--- src/rtl/a_access_ctrl_if.sv ---
// Access-controller bus: request/decode side plus region-table and memsel config.
// master = requester, slave = a_access_ctrl.
interface a_access_ctrl_if #(
    parameter int N_REGION = 4,
    parameter int ADDR_W   = 24
);
    localparam int IDX_W = (N_REGION > 1) ? $clog2(N_REGION) : 1;

    logic                acc_req;
    logic [ADDR_W-1:0]   acc_addr;
    logic                acc_write;
    logic                acc_ready;
    logic                acc_done;
    logic [N_REGION-1:0] region_hit;
    logic                region_miss;
    logic                rd_strobe;
    logic                wr_strobe;
    logic [1:0]          cur_speed;
    logic                cfg_we;
    logic [IDX_W-1:0]    cfg_idx;
    logic [1:0]          cfg_sel;
    logic [ADDR_W-1:0]   cfg_data;
    logic                memsel_we;
    logic                memsel_d;

    modport master (
        output acc_req, acc_addr, acc_write,
        output cfg_we, cfg_idx, cfg_sel, cfg_data,
        output memsel_we, memsel_d,
        input  acc_ready, acc_done, region_hit, region_miss,
        input  rd_strobe, wr_strobe, cur_speed
    );

    modport slave (
        input  acc_req, acc_addr, acc_write,
        input  cfg_we, cfg_idx, cfg_sel, cfg_data,
        input  memsel_we, memsel_d,
        output acc_ready, acc_done, region_hit, region_miss,
        output rd_strobe, wr_strobe, cur_speed
    );
endinterface

--- src/rtl/a_access_ctrl.sv ---
// Region-decoding bus access controller: latches decode and speed on accept,
// then runs a fixed-length access with registered done/strobe outputs.
module a_access_ctrl #(
    parameter int N_REGION  = 4,
    parameter int ADDR_W    = 24,
    parameter int LEN_FAST  = 6,
    parameter int LEN_SLOW  = 8,
    parameter int LEN_XSLOW = 12
) (
    input logic         clk,
    input logic         reset_n,
    a_access_ctrl_if.slave bus
);
    localparam logic [1:0] SP_FAST  = 2'd0;
    localparam logic [1:0] SP_SLOW  = 2'd1;
    localparam logic [1:0] SP_XSLOW = 2'd2;
    localparam logic [1:0] SP_VAR   = 2'd3;

    typedef enum logic {IDLE, ACTIVE} state_t;

    state_t state_q, state_d;
    logic [3:0] cnt_q, cnt_d;
    logic       wr_q, wr_d;
    logic       memsel_q;

    logic [ADDR_W-1:0] base_q [N_REGION];
    logic [ADDR_W-1:0] mask_q [N_REGION];
    logic [1:0]        spd_q  [N_REGION];
    logic [N_REGION-1:0] en_q;

    logic                ready_q, ready_d;
    logic                done_q, done_d;
    logic                rds_q, rds_d;
    logic                wrs_q, wrs_d;
    logic [N_REGION-1:0] hit_q, hit_d;
    logic                miss_q, miss_d;
    logic [1:0]          speed_q, speed_d;

    logic [N_REGION-1:0] dec_hit;
    logic [1:0]          dec_spd;
    logic                dec_found;
    logic [1:0]          res_spd;

    function automatic logic [3:0] len_m1(input logic [1:0] s);
        unique case (s)
            SP_FAST:  return 4'(LEN_FAST - 1);
            SP_SLOW:  return 4'(LEN_SLOW - 1);
            default:  return 4'(LEN_XSLOW - 1);
        endcase
    endfunction

    // Lowest matching index wins, so scan upward and stop at the first hit.
    always_comb begin
        dec_hit   = '0;
        dec_spd   = SP_FAST;
        dec_found = 1'b0;
        for (int i = 0; i < N_REGION; i++) begin
            if (!dec_found && en_q[i] &&
                ((bus.acc_addr & mask_q[i]) == (base_q[i] & mask_q[i]))) begin
                dec_found  = 1'b1;
                dec_hit[i] = 1'b1;
                dec_spd    = spd_q[i];
            end
        end
    end

    always_comb begin
        res_spd = dec_spd;
        if (!dec_found) begin
            res_spd = SP_FAST;
        end else if (dec_spd == SP_VAR) begin
            res_spd = memsel_q ? SP_FAST : SP_SLOW;
        end
    end

    always_comb begin
        state_d = state_q;
        cnt_d   = cnt_q;
        wr_d    = wr_q;
        hit_d   = hit_q;
        miss_d  = miss_q;
        speed_d = speed_q;
        unique case (state_q)
            IDLE: begin
                if (bus.acc_req) begin
                    state_d = ACTIVE;
                    cnt_d   = len_m1(res_spd);
                    wr_d    = bus.acc_write;
                    hit_d   = dec_hit;
                    miss_d  = !dec_found;
                    speed_d = res_spd;
                end
            end
            ACTIVE: begin
                if (cnt_q == 4'd0) begin
                    state_d = IDLE;
                    hit_d   = '0;
                    miss_d  = 1'b0;
                    speed_d = SP_FAST;
                end else begin
                    cnt_d = cnt_q - 4'd1;
                end
            end
            default: state_d = IDLE;
        endcase
        // Outputs are registered copies of the next-state view.
        ready_d = (state_d == IDLE);
        done_d  = (state_d == ACTIVE) && (cnt_d == 4'd0);
        rds_d   = (state_d == ACTIVE) && (cnt_d <= 4'd1) && !miss_d && !wr_d;
        wrs_d   = (state_d == ACTIVE) && (cnt_d <= 4'd1) && !miss_d && wr_d;
    end

    always_ff @(posedge clk or negedge reset_n) begin
        if (!reset_n) begin
            state_q <= IDLE;
            cnt_q   <= '0;
            wr_q    <= 1'b0;
            ready_q <= 1'b1;
            done_q  <= 1'b0;
            rds_q   <= 1'b0;
            wrs_q   <= 1'b0;
            hit_q   <= '0;
            miss_q  <= 1'b0;
            speed_q <= SP_FAST;
        end else begin
            state_q <= state_d;
            cnt_q   <= cnt_d;
            wr_q    <= wr_d;
            ready_q <= ready_d;
            done_q  <= done_d;
            rds_q   <= rds_d;
            wrs_q   <= wrs_d;
            hit_q   <= hit_d;
            miss_q  <= miss_d;
            speed_q <= speed_d;
        end
    end

    always_ff @(posedge clk or negedge reset_n) begin
        if (!reset_n) begin
            memsel_q <= 1'b0;
            en_q     <= '0;
            for (int i = 0; i < N_REGION; i++) begin
                base_q[i] <= '0;
                mask_q[i] <= '0;
                spd_q[i]  <= SP_SLOW;
            end
        end else begin
            if (bus.memsel_we) begin
                memsel_q <= bus.memsel_d;
            end
            if (bus.cfg_we && (int'(bus.cfg_idx) < N_REGION)) begin
                unique case (bus.cfg_sel)
                    2'd0: base_q[bus.cfg_idx] <= bus.cfg_data;
                    2'd1: mask_q[bus.cfg_idx] <= bus.cfg_data;
                    2'd2: begin
                        en_q[bus.cfg_idx]  <= bus.cfg_data[2];
                        spd_q[bus.cfg_idx] <= bus.cfg_data[1:0];
                    end
                    default: ;
                endcase
            end
        end
    end

    assign bus.acc_ready   = ready_q;
    assign bus.acc_done    = done_q;
    assign bus.rd_strobe   = rds_q;
    assign bus.wr_strobe   = wrs_q;
    assign bus.region_hit  = hit_q;
    assign bus.region_miss = miss_q;
    assign bus.cur_speed   = speed_q;
endmodule
--- src/flat_wrapper.sv ---
// flat-port wrapper written by rule: the top's interface ports become plain ports
module a_access_ctrl_flat 
#(
    parameter int N_REGION  = 4,
    parameter int ADDR_W    = 24,
    parameter int LEN_FAST  = 6,
    parameter int LEN_SLOW  = 8,
    parameter int LEN_XSLOW = 12
)
  (clk, reset_n, bus_acc_req, bus_acc_addr, bus_acc_write, bus_cfg_we, bus_cfg_idx, bus_cfg_sel, bus_cfg_data, bus_memsel_we, bus_memsel_d, bus_acc_ready, bus_acc_done, bus_region_hit, bus_region_miss, bus_rd_strobe, bus_wr_strobe, bus_cur_speed);
  a_access_ctrl_if #(.N_REGION(N_REGION), .ADDR_W(ADDR_W)) bus_i ();
  input logic clk;
  input logic reset_n;
  input wire logic [$bits(bus_i.acc_req)-1:0] bus_acc_req;
  input wire logic [$bits(bus_i.acc_addr)-1:0] bus_acc_addr;
  input wire logic [$bits(bus_i.acc_write)-1:0] bus_acc_write;
  input wire logic [$bits(bus_i.cfg_we)-1:0] bus_cfg_we;
  input wire logic [$bits(bus_i.cfg_idx)-1:0] bus_cfg_idx;
  input wire logic [$bits(bus_i.cfg_sel)-1:0] bus_cfg_sel;
  input wire logic [$bits(bus_i.cfg_data)-1:0] bus_cfg_data;
  input wire logic [$bits(bus_i.memsel_we)-1:0] bus_memsel_we;
  input wire logic [$bits(bus_i.memsel_d)-1:0] bus_memsel_d;
  output wire logic [$bits(bus_i.acc_ready)-1:0] bus_acc_ready;
  output wire logic [$bits(bus_i.acc_done)-1:0] bus_acc_done;
  output wire logic [$bits(bus_i.region_hit)-1:0] bus_region_hit;
  output wire logic [$bits(bus_i.region_miss)-1:0] bus_region_miss;
  output wire logic [$bits(bus_i.rd_strobe)-1:0] bus_rd_strobe;
  output wire logic [$bits(bus_i.wr_strobe)-1:0] bus_wr_strobe;
  output wire logic [$bits(bus_i.cur_speed)-1:0] bus_cur_speed;
  assign bus_i.acc_req = bus_acc_req;
  assign bus_i.acc_addr = bus_acc_addr;
  assign bus_i.acc_write = bus_acc_write;
  assign bus_i.cfg_we = bus_cfg_we;
  assign bus_i.cfg_idx = bus_cfg_idx;
  assign bus_i.cfg_sel = bus_cfg_sel;
  assign bus_i.cfg_data = bus_cfg_data;
  assign bus_i.memsel_we = bus_memsel_we;
  assign bus_i.memsel_d = bus_memsel_d;
  assign bus_acc_ready = bus_i.acc_ready;
  assign bus_acc_done = bus_i.acc_done;
  assign bus_region_hit = bus_i.region_hit;
  assign bus_region_miss = bus_i.region_miss;
  assign bus_rd_strobe = bus_i.rd_strobe;
  assign bus_wr_strobe = bus_i.wr_strobe;
  assign bus_cur_speed = bus_i.cur_speed;
  a_access_ctrl #(.N_REGION(N_REGION), .ADDR_W(ADDR_W), .LEN_FAST(LEN_FAST), .LEN_SLOW(LEN_SLOW), .LEN_XSLOW(LEN_XSLOW)) u_core (.clk(clk), .reset_n(reset_n), .bus(bus_i));
endmodule
--- config.mk ---
export PLATFORM = sky130hd
export DESIGN_NAME = a_access_ctrl_flat
export DESIGN_NICKNAME = d
export VERILOG_FILES = /design/src/rtl/a_access_ctrl_if.sv /design/src/rtl/a_access_ctrl.sv /design/src/flat_wrapper.sv
export SDC_FILE = /design/constraint.sdc
export NUM_CORES = 1
export LEC_CHECK = 0
export ABC_AREA = 1
export ABC_CLOCK_PERIOD_IN_PS = 2400
export BUFFER_PORTS_ARGS = -buffer_cell sky130_fd_sc_hd__buf_2
export CORE_ASPECT_RATIO = 0.6
export CORE_MARGIN = 8
export CORE_UTILIZATION = 32
export DETAILED_ROUTE_END_ITERATION = 6
export PLACE_DENSITY_LB_ADDON = 0.1
export SETUP_SLACK_MARGIN = 0.1
export SYNTH_ARGS = -nofsm -noshare
export SYNTH_HDL_FRONTEND = slang
export SYNTH_SLANG_ARGS = --single-unit
--- constraint.sdc ---
create_clock -name clk -period 2.4 [get_ports clk]
set_clock_uncertainty 0.05 [all_clocks]
set_input_delay 0 -clock clk [delete_from_list [all_inputs] [get_ports clk]]
set_output_delay 0 -clock clk [all_outputs]
set_load 0.01 [all_outputs]
# ---- After elaboration in Yosys (flattened, before gate mapping)
# Index checks and enable logic that the tools add are counted.
dict set report totals {
  regBits 222
  inputBits 59
  output_inout_bits 11
  word_cells 121
}
dict set report classes {
  add_sub_neg 1
  n_lt_le_gt_ge 5
  n_eq_ne 10
  n_mux 42
  n_bitwise 11
  reduce_logical 28
}
# operator count
set op_table {}
lappend op_table {{24-bit AND} 8}
lappend op_table {{96-bit bitwise mux} 2}
lappend op_table {{24-bit == test} 4}
lappend op_table {{24-bit demux with 2-bit select} 1}
lappend op_table {{24-bit 2-to-1 mux} 1}
lappend op_table {{4-bit case mux with 2 select lines} 3}
lappend op_table {{2-bit 2-to-1 mux} 9}
lappend op_table {{4-bit 2-to-1 mux} 4}
lappend op_table {{1-bit 2-to-1 mux} 15}
lappend op_table {{1-bit logical AND} 14}
lappend op_table {{8-bit bitwise mux} 1}
lappend op_table {{4-bit logical NOT} 2}
lappend op_table {{2-bit AND reduction} 4}
lappend op_table {{1-bit logical NOT} 6}
lappend op_table {{4-bit bitwise mux} 1}
lappend op_table {{2-bit demux with 2-bit select} 1}
lappend op_table {{2-bit by 1-bit == test with 1-bit output (second input constant)} 2}
lappend op_table {{2-bit == test (second input constant)} 2}
lappend op_table {{4-bit by 1-bit <= comparator with 1-bit output (second input constant)} 1}
lappend op_table {{2-bit logical NOT} 2}
lappend op_table {{2-bit != test (second input constant)} 2}
lappend op_table {{1-bit case mux with 2 select lines} 2}
lappend op_table {{2-bit case mux with 2 select lines} 1}
lappend op_table {{4-bit by 1-bit subtractor with 4-bit output (second input constant)} 1}
lappend op_table {{7 further kinds} 8}

# ---- Longest topological paths before layout
dict set report logic_depth {
  depth_word 27
  ltp_mapped 23
  mapped_depth_nobuf 21
}

# ---- Worst setup path after synthesis
# No wires, ideal clock.
dict set report synth_path {
  path_type {register -> register}
  start {reg u_core.base_q[0] (netlist name)}
  end {reg u_core.rds_q, in the netlist u_core.bus.rd_strobe}
  arrival_ns 1.810
  required_time_ns 2.264
  setup_slack_ns 0.454
  path_stages_with_launch 15
  synth_period_minus_slack_ns 1.946
  path_cell_list {dfrtp_1 > or2_1 > nand3_1 > o21ai_0 > nor2_1 > nand3_2 > nor2_4 > nand4_2 > nor2_1 > nor2_1 > nand3_2 > nand2_1 > a21oi_2 > nand2_2 > nor3_1}
}
dict set report synth_between {
  elab_chain_len 15
  word_cells_on_any_way 21
  cone_classes {1 x order compare; 3 x eq/ne; 9 x mux; 1 x bitwise; 7 x reduce/logical}
}
# item line
set synth_lines {}
lappend synth_lines {{start, declared} a_access_ctrl.sv:26} ;# logic [ADDR_W-1:0] base_q [N_REGION];
lappend synth_lines {{start signal, assigned by index} a_access_ctrl.sv:154} ;# 2'd0: base_q[bus.cfg_idx] <= bus.cfg_data;
lappend synth_lines {{24-bit AND *} a_access_ctrl.sv:59} ;# ((bus.acc_addr & mask_q[i]) == (base_q[i] & mask_q[i]))) begin
lappend synth_lines {{24-bit == test *} a_access_ctrl.sv:59}
lappend synth_lines {{1-bit logical AND *} a_access_ctrl.sv:58} ;# if (!dec_found && en_q[i] &&
lappend synth_lines {{2-bit 2-to-1 mux} a_access_ctrl.sv:58}
lappend synth_lines {{2-bit == test} a_access_ctrl.sv:71} ;# end else if (dec_spd == SP_VAR) begin
lappend synth_lines {{2-bit 2-to-1 mux} a_access_ctrl.sv:71}
lappend synth_lines {{2-bit 2-to-1 mux} a_access_ctrl.sv:69} ;# if (!dec_found) begin
lappend synth_lines {{2-bit by 1-bit == test with 1-bit output or 2-bit logical NOT (tied branches)} a_access_ctrl.sv:45} ;# unique case (s)
lappend synth_lines {{4-bit case mux with 2 select lines} a_access_ctrl.sv:45}
lappend synth_lines {{4-bit 2-to-1 mux} a_access_ctrl.sv:85} ;# if (bus.acc_req) begin
lappend synth_lines {{4-bit case mux with 2 select lines} a_access_ctrl.sv:83} ;# unique case (state_q)
lappend synth_lines {{4-bit by 1-bit <= comparator with 1-bit output} a_access_ctrl.sv:109} ;# rds_d = (state_d == ACTIVE) && (cnt_d <= 4'd1) && !miss_d && !wr_d;
lappend synth_lines {{1-bit logical AND} a_access_ctrl.sv:109}
lappend synth_lines {{1-bit logical AND * (2 in a row)} a_access_ctrl.sv:109}
lappend synth_lines {{net u_core.rds_d} a_access_ctrl.sv:33} ;# logic rds_q, rds_d;
lappend synth_lines {{end signal, assigned} a_access_ctrl.sv:131} ;# rds_q <= rds_d;
lappend synth_lines {{end, declared} a_access_ctrl.sv:33}
# The timed path passes the listed nets; every way through them passes the cells marked *.
# A chain may end at the register's enable or synchronous reset.

# ---- Final worst setup path
dict set report layout_path {
  start {reg u_core.base_q[18] (netlist name)}
  end {reg u_core.wrs_q, in the netlist u_core.bus.wr_strobe}
}
dict set report layout_between {
  elab_chain_len 15
  word_cells_on_any_way 21
  cone_classes {1 x order compare; 3 x eq/ne; 9 x mux; 1 x bitwise; 7 x reduce/logical}
}
# item line
set layout_lines {}
lappend layout_lines {{24-bit AND *} a_access_ctrl.sv:59}
lappend layout_lines {{24-bit == test *} a_access_ctrl.sv:59}
lappend layout_lines {{1-bit logical AND *} a_access_ctrl.sv:58}
lappend layout_lines {{2-bit 2-to-1 mux} a_access_ctrl.sv:58}
lappend layout_lines {{2-bit == test} a_access_ctrl.sv:71}
lappend layout_lines {{2-bit 2-to-1 mux} a_access_ctrl.sv:71}
lappend layout_lines {{2-bit 2-to-1 mux} a_access_ctrl.sv:69}
lappend layout_lines {{2-bit by 1-bit == test with 1-bit output or 2-bit logical NOT (tied branches)} a_access_ctrl.sv:45}
lappend layout_lines {{4-bit case mux with 2 select lines} a_access_ctrl.sv:45}
lappend layout_lines {{4-bit 2-to-1 mux} a_access_ctrl.sv:85}
lappend layout_lines {{4-bit case mux with 2 select lines} a_access_ctrl.sv:83}
lappend layout_lines {{4-bit by 1-bit <= comparator with 1-bit output} a_access_ctrl.sv:110} ;# wrs_d = (state_d == ACTIVE) && (cnt_d <= 4'd1) && !miss_d && wr_d;
lappend layout_lines {{1-bit logical AND} a_access_ctrl.sv:110}
lappend layout_lines {{1-bit logical AND * (2 in a row)} a_access_ctrl.sv:110}
lappend layout_lines {{net u_core.wrs_d} a_access_ctrl.sv:34} ;# logic wrs_q, wrs_d;
lappend layout_lines {{end signal, assigned} a_access_ctrl.sv:132} ;# wrs_q <= wrs_d;
lappend layout_lines {{end, declared} a_access_ctrl.sv:34}
# Marked as above.

==> results.md <==
- Outcome: complete, but fails checks
- Violated checks: negative hold slack
- Routed len/inst: 17.4 um
- # clock sinks: 222
- Launching element type of the critical path: register
- Yosys synthesis warning count: 0
- Proportion of netlist area held by the largest area contributor: 49.7%
- Maximum achievable frequency: 433 MHz
- Wirelength, routed: 35.9 mm
- Worst-path maximum fanout: 5
- Min-Delay Path Class: in2async
- FF-to-FF End: u_core.bus.wr_strobe$_DFF_PN0_
- Number of antenna violations at the first check in global routing: 1
- # H-tree levels: 1
- LEAKAGE: 6.72 nW
- Yosys reg bits: 222
- Aggregate global-route resource usage: 17.9%
- Die outline area: 40500 um^2
- Placed instance count: 1973
- Yosys cell types: 37
- CP Capture Type: register
- CTS buffer count: 23
- Hold slack final: -0.00952 ns
- Chip width: 255 um
- Filler Cell Count: 3503
- Die boundary height: 159 um
- Diode insertion count for antenna repair: 0
- Average instance area after synthesis: 7.48 um^2
- # nets final: 1647
- DRC violation total after the first TritonRoute iteration: 857
- Insertion delay of the later-clocked pin in the worst-skew pair: 0.53 ns
- Vias in the first global route: 9363
- Peak supply drop: 0.482 mV
- Areal power density over the cells: 884 nW/um^2
- Final Non-Filler Cells: 2063
- Largest net degree at the start of global routing: 71
- RSZ-0062 raised after global routing: yes
- Final period util: 96.3%
- CTS tree: built
- Critical register-to-register path startpoint: u_core.base_q[18]$_DFFE_PN0P_
- Final total negative setup slack: 0 ns
- DRC: 0
- Starting density of the core: 32.5%
- Detailed-route vias per instance: 4.72
- First-pass GRT wire length: 56.7 mm
- Number of endpoints failing setup at the final stage: 0
- Synthesized Nets: 1520
- Remaining antenna violation count: 0
- Number of detailed-routing iterations run before antenna repair: 5
- Required time of the critical path: 2.76 ns
- Clk root buf: sky130_fd_sc_hd__clkbuf_16
- Category of the most critical setup path: reg2reg
- Slew @ Worst Pin: 0.620 ns
- Number of pins with negative max-slew slack in the final report: 0
- Row Count: 52
- Placed instance area: 12000 um^2
- Synth area leader: sky130_fd_sc_hd__dfrtp_1
- Worst Reg2Reg Path Length in Cells: 18
- Remaining global-route overflow: 0
- Final number of hold-violating endpoints: 10
- Time the worst path needs with I/O delays and setup: 2.31 ns
- Detailed Place HPWL: 25.8 mm
- Share of cells above drive strength 1: 17.0%
- Final Core Density: 40.1%
- Clk buf depth: 3
- Finished Cell Area: 13500 um^2
- Number of top-level design ports: 70
- Reported max-cap violation count: 0
- Commonest cells after routing, fill and taps aside: sky130_fd_sc_hd__nand2_1, sky130_fd_sc_hd__o21ai_0, sky130_fd_sc_hd__dfrtp_1
- Number of port buffers: 69
- Sequential-to-total area share from yosys stat: 50.9%
- Most common cell after layout, fill and taps aside: sky130_fd_sc_hd__nand2_1
- Most area-consuming cells after synthesis: sky130_fd_sc_hd__dfrtp_1, sky130_fd_sc_hd__nand2_1, sky130_fd_sc_hd__o21ai_0
- Vias after detailed routing: 9746
- Clock transition at the register clock pins on the worst setup and hold paths after CTS: 0.06 ns
- Weighted congestion reported at the end of routability-driven placement: 0.860
- Worst max-slew margin expressed relative to the limit: 58.6%
- Endpoint arrival time on the critical path: 2.67 ns
- Post-synthesis cell area: 10900 um^2
- Register-to-register setup slack: 0.09 ns
- Area grow syn2layout: 23.4%
- Post-Synthesis Cells: 1460
- Core footprint: 33600 um^2
## cell type report
| type | count | area [um^2] | area share [%] |
|---|---|---|---|
| Sequential cell | 222 | 5560 | 41.2 |
| Inverter | 136 | 510 | 3.79 |
| Timing Repair Buffer | 154 | 1150 | 8.50 |
| Tap cell | 459 | 574 | 4.26 |
| Multi-Input combinational cell | 1050 | 4950 | 36.7 |
| Clock inverter | 6 | 36.3 | 0.269 |
| Clock buffer | 36 | 704 | 5.22 |
## cells in the mapped netlist, drive strengths merged
| cell type | n |
|---|---|
| nand3 | 97 |
| a31oi | 1 |
| nor3b | 2 |
| a21oi | 10 |
| clkbuf | 41 |
| dfrtp | 217 |
| nor3 | 9 |
| dfstp | 5 |
| a32o | 1 |
| o22a | 1 |
| or2 | 8 |
| buf | 12 |
| ha | 1 |
| nand3b | 2 |
| and2 | 3 |
| xnor2 | 1 |
| nand4 | 16 |
| mux2 | 1 |
| o21ai | 224 |
| o22ai | 2 |
| nor2 | 173 |
| a21boi | 2 |
| nand2 | 495 |
| inv | 136 |
## state kept, by name (all words and copies together) (netlist names), 2 cells and up
signal / count
u_core.base_q: 96
u_core.bus.cur_speed: 2
u_core.bus.region_hit: 4
u_core.cnt_q: 4
u_core.en_q: 4
u_core.mask_q: 96
u_core.spd_q: 8
## through the flow
step                      power (mW)  worst slack [ns]
after global placement          8.07           -0.0816
after CTS                       11.9             0.100
final                           11.9            0.0883
after floorplan                 6.98             0.454
after global routing            12.8            -0.121
after detailed placement        8.10            -0.116
## worst max-delay path by stage
stage	startpoint	endpoint	slack (ns)	cells past startpoint
after floorplan	u_core.base_q[0]$_DFFE_PN0P_	u_core.bus.rd_strobe$_DFF_PN0_	0.45	14
after global placement	u_core.base_q[15]$_DFFE_PN0P_	u_core.bus.wr_strobe$_DFF_PN0_	-0.08	17
after detailed placement	u_core.base_q[4]$_DFFE_PN0P_	u_core.bus.rd_strobe$_DFF_PN0_	-0.12	17
after CTS	u_core.base_q[64]$_DFFE_PN0P_	u_core.bus.rd_strobe$_DFF_PN0_	0.10	19
after global routing	u_core.base_q[88]$_DFFE_PN0P_	u_core.bus.rd_strobe$_DFF_PN0_	-0.12	18
final	u_core.base_q[18]$_DFFE_PN0P_	u_core.bus.wr_strobe$_DFF_PN0_	0.09	18
## worst max-delay path, cell delays in order (launching register included)
cell and delay, ns:
sky130_fd_sc_hd__dfrtp_1 0.39, sky130_fd_sc_hd__nor2_1 0.10, sky130_fd_sc_hd__nor2_1 0.10, sky130_fd_sc_hd__nor2_1 0.11
sky130_fd_sc_hd__nand2_1 0.09, sky130_fd_sc_hd__nor2_4 0.18, sky130_fd_sc_hd__nand2_1 0.11, sky130_fd_sc_hd__nor2_4 0.16
sky130_fd_sc_hd__nand4_4 0.17, sky130_fd_sc_hd__nand2_2 0.11, sky130_fd_sc_hd__nor2_2 0.04, sky130_fd_sc_hd__nor2_2 0.10
sky130_fd_sc_hd__nand2_1 0.09, sky130_fd_sc_hd__nand2_1 0.08, sky130_fd_sc_hd__nand2_1 0.04, sky130_fd_sc_hd__nand2_1 0.06
sky130_fd_sc_hd__nand2_2 0.07, sky130_fd_sc_hd__nand3_2 0.07, sky130_fd_sc_hd__nor3_1 0.04
## report_power, final
group | total (mW) | internal [mW] | switching (mW)
clock | 3.58 | 2.02 | 1.56
combinational | 3.19 | 1.20 | 1.99
sequential | 5.14 | 4.57 | 0.571
## timing repair
| item | in CTS | in global routing |
|---|---|---|
| endpoints found under the setup margin | 5 | 8 |
| cloned | 0 | 1 |
| setup buffers | 2 | 4 |
| pin swaps | 6 | 12 |
| hold buffers | 41 | 0 |
| resized for setup | 32 | 48 |
| hold endpoints to repair | 421 | 0 |
## routing by layer
| layer | GRT usage, % | part of all wire, % |
|---|---|---|
| met5 | 0 | 0.036 |
| met4 | 2.66 | 1.4 |
| met3 | 3.24 | 5.4 |
| met2 | 25.2 | 40 |
| met1 | 28.3 | 53 |
## cells by family after synthesis
family          synth area share [%]
compound gates                  11.2
fa+ha+maj                      0.115
buf+inv                         6.89
flops                           50.9
simple gates                    30.7
xor+xnor                      0.0802
mux                            0.103
Note: power is estimated with default switching activity, not from simulation.
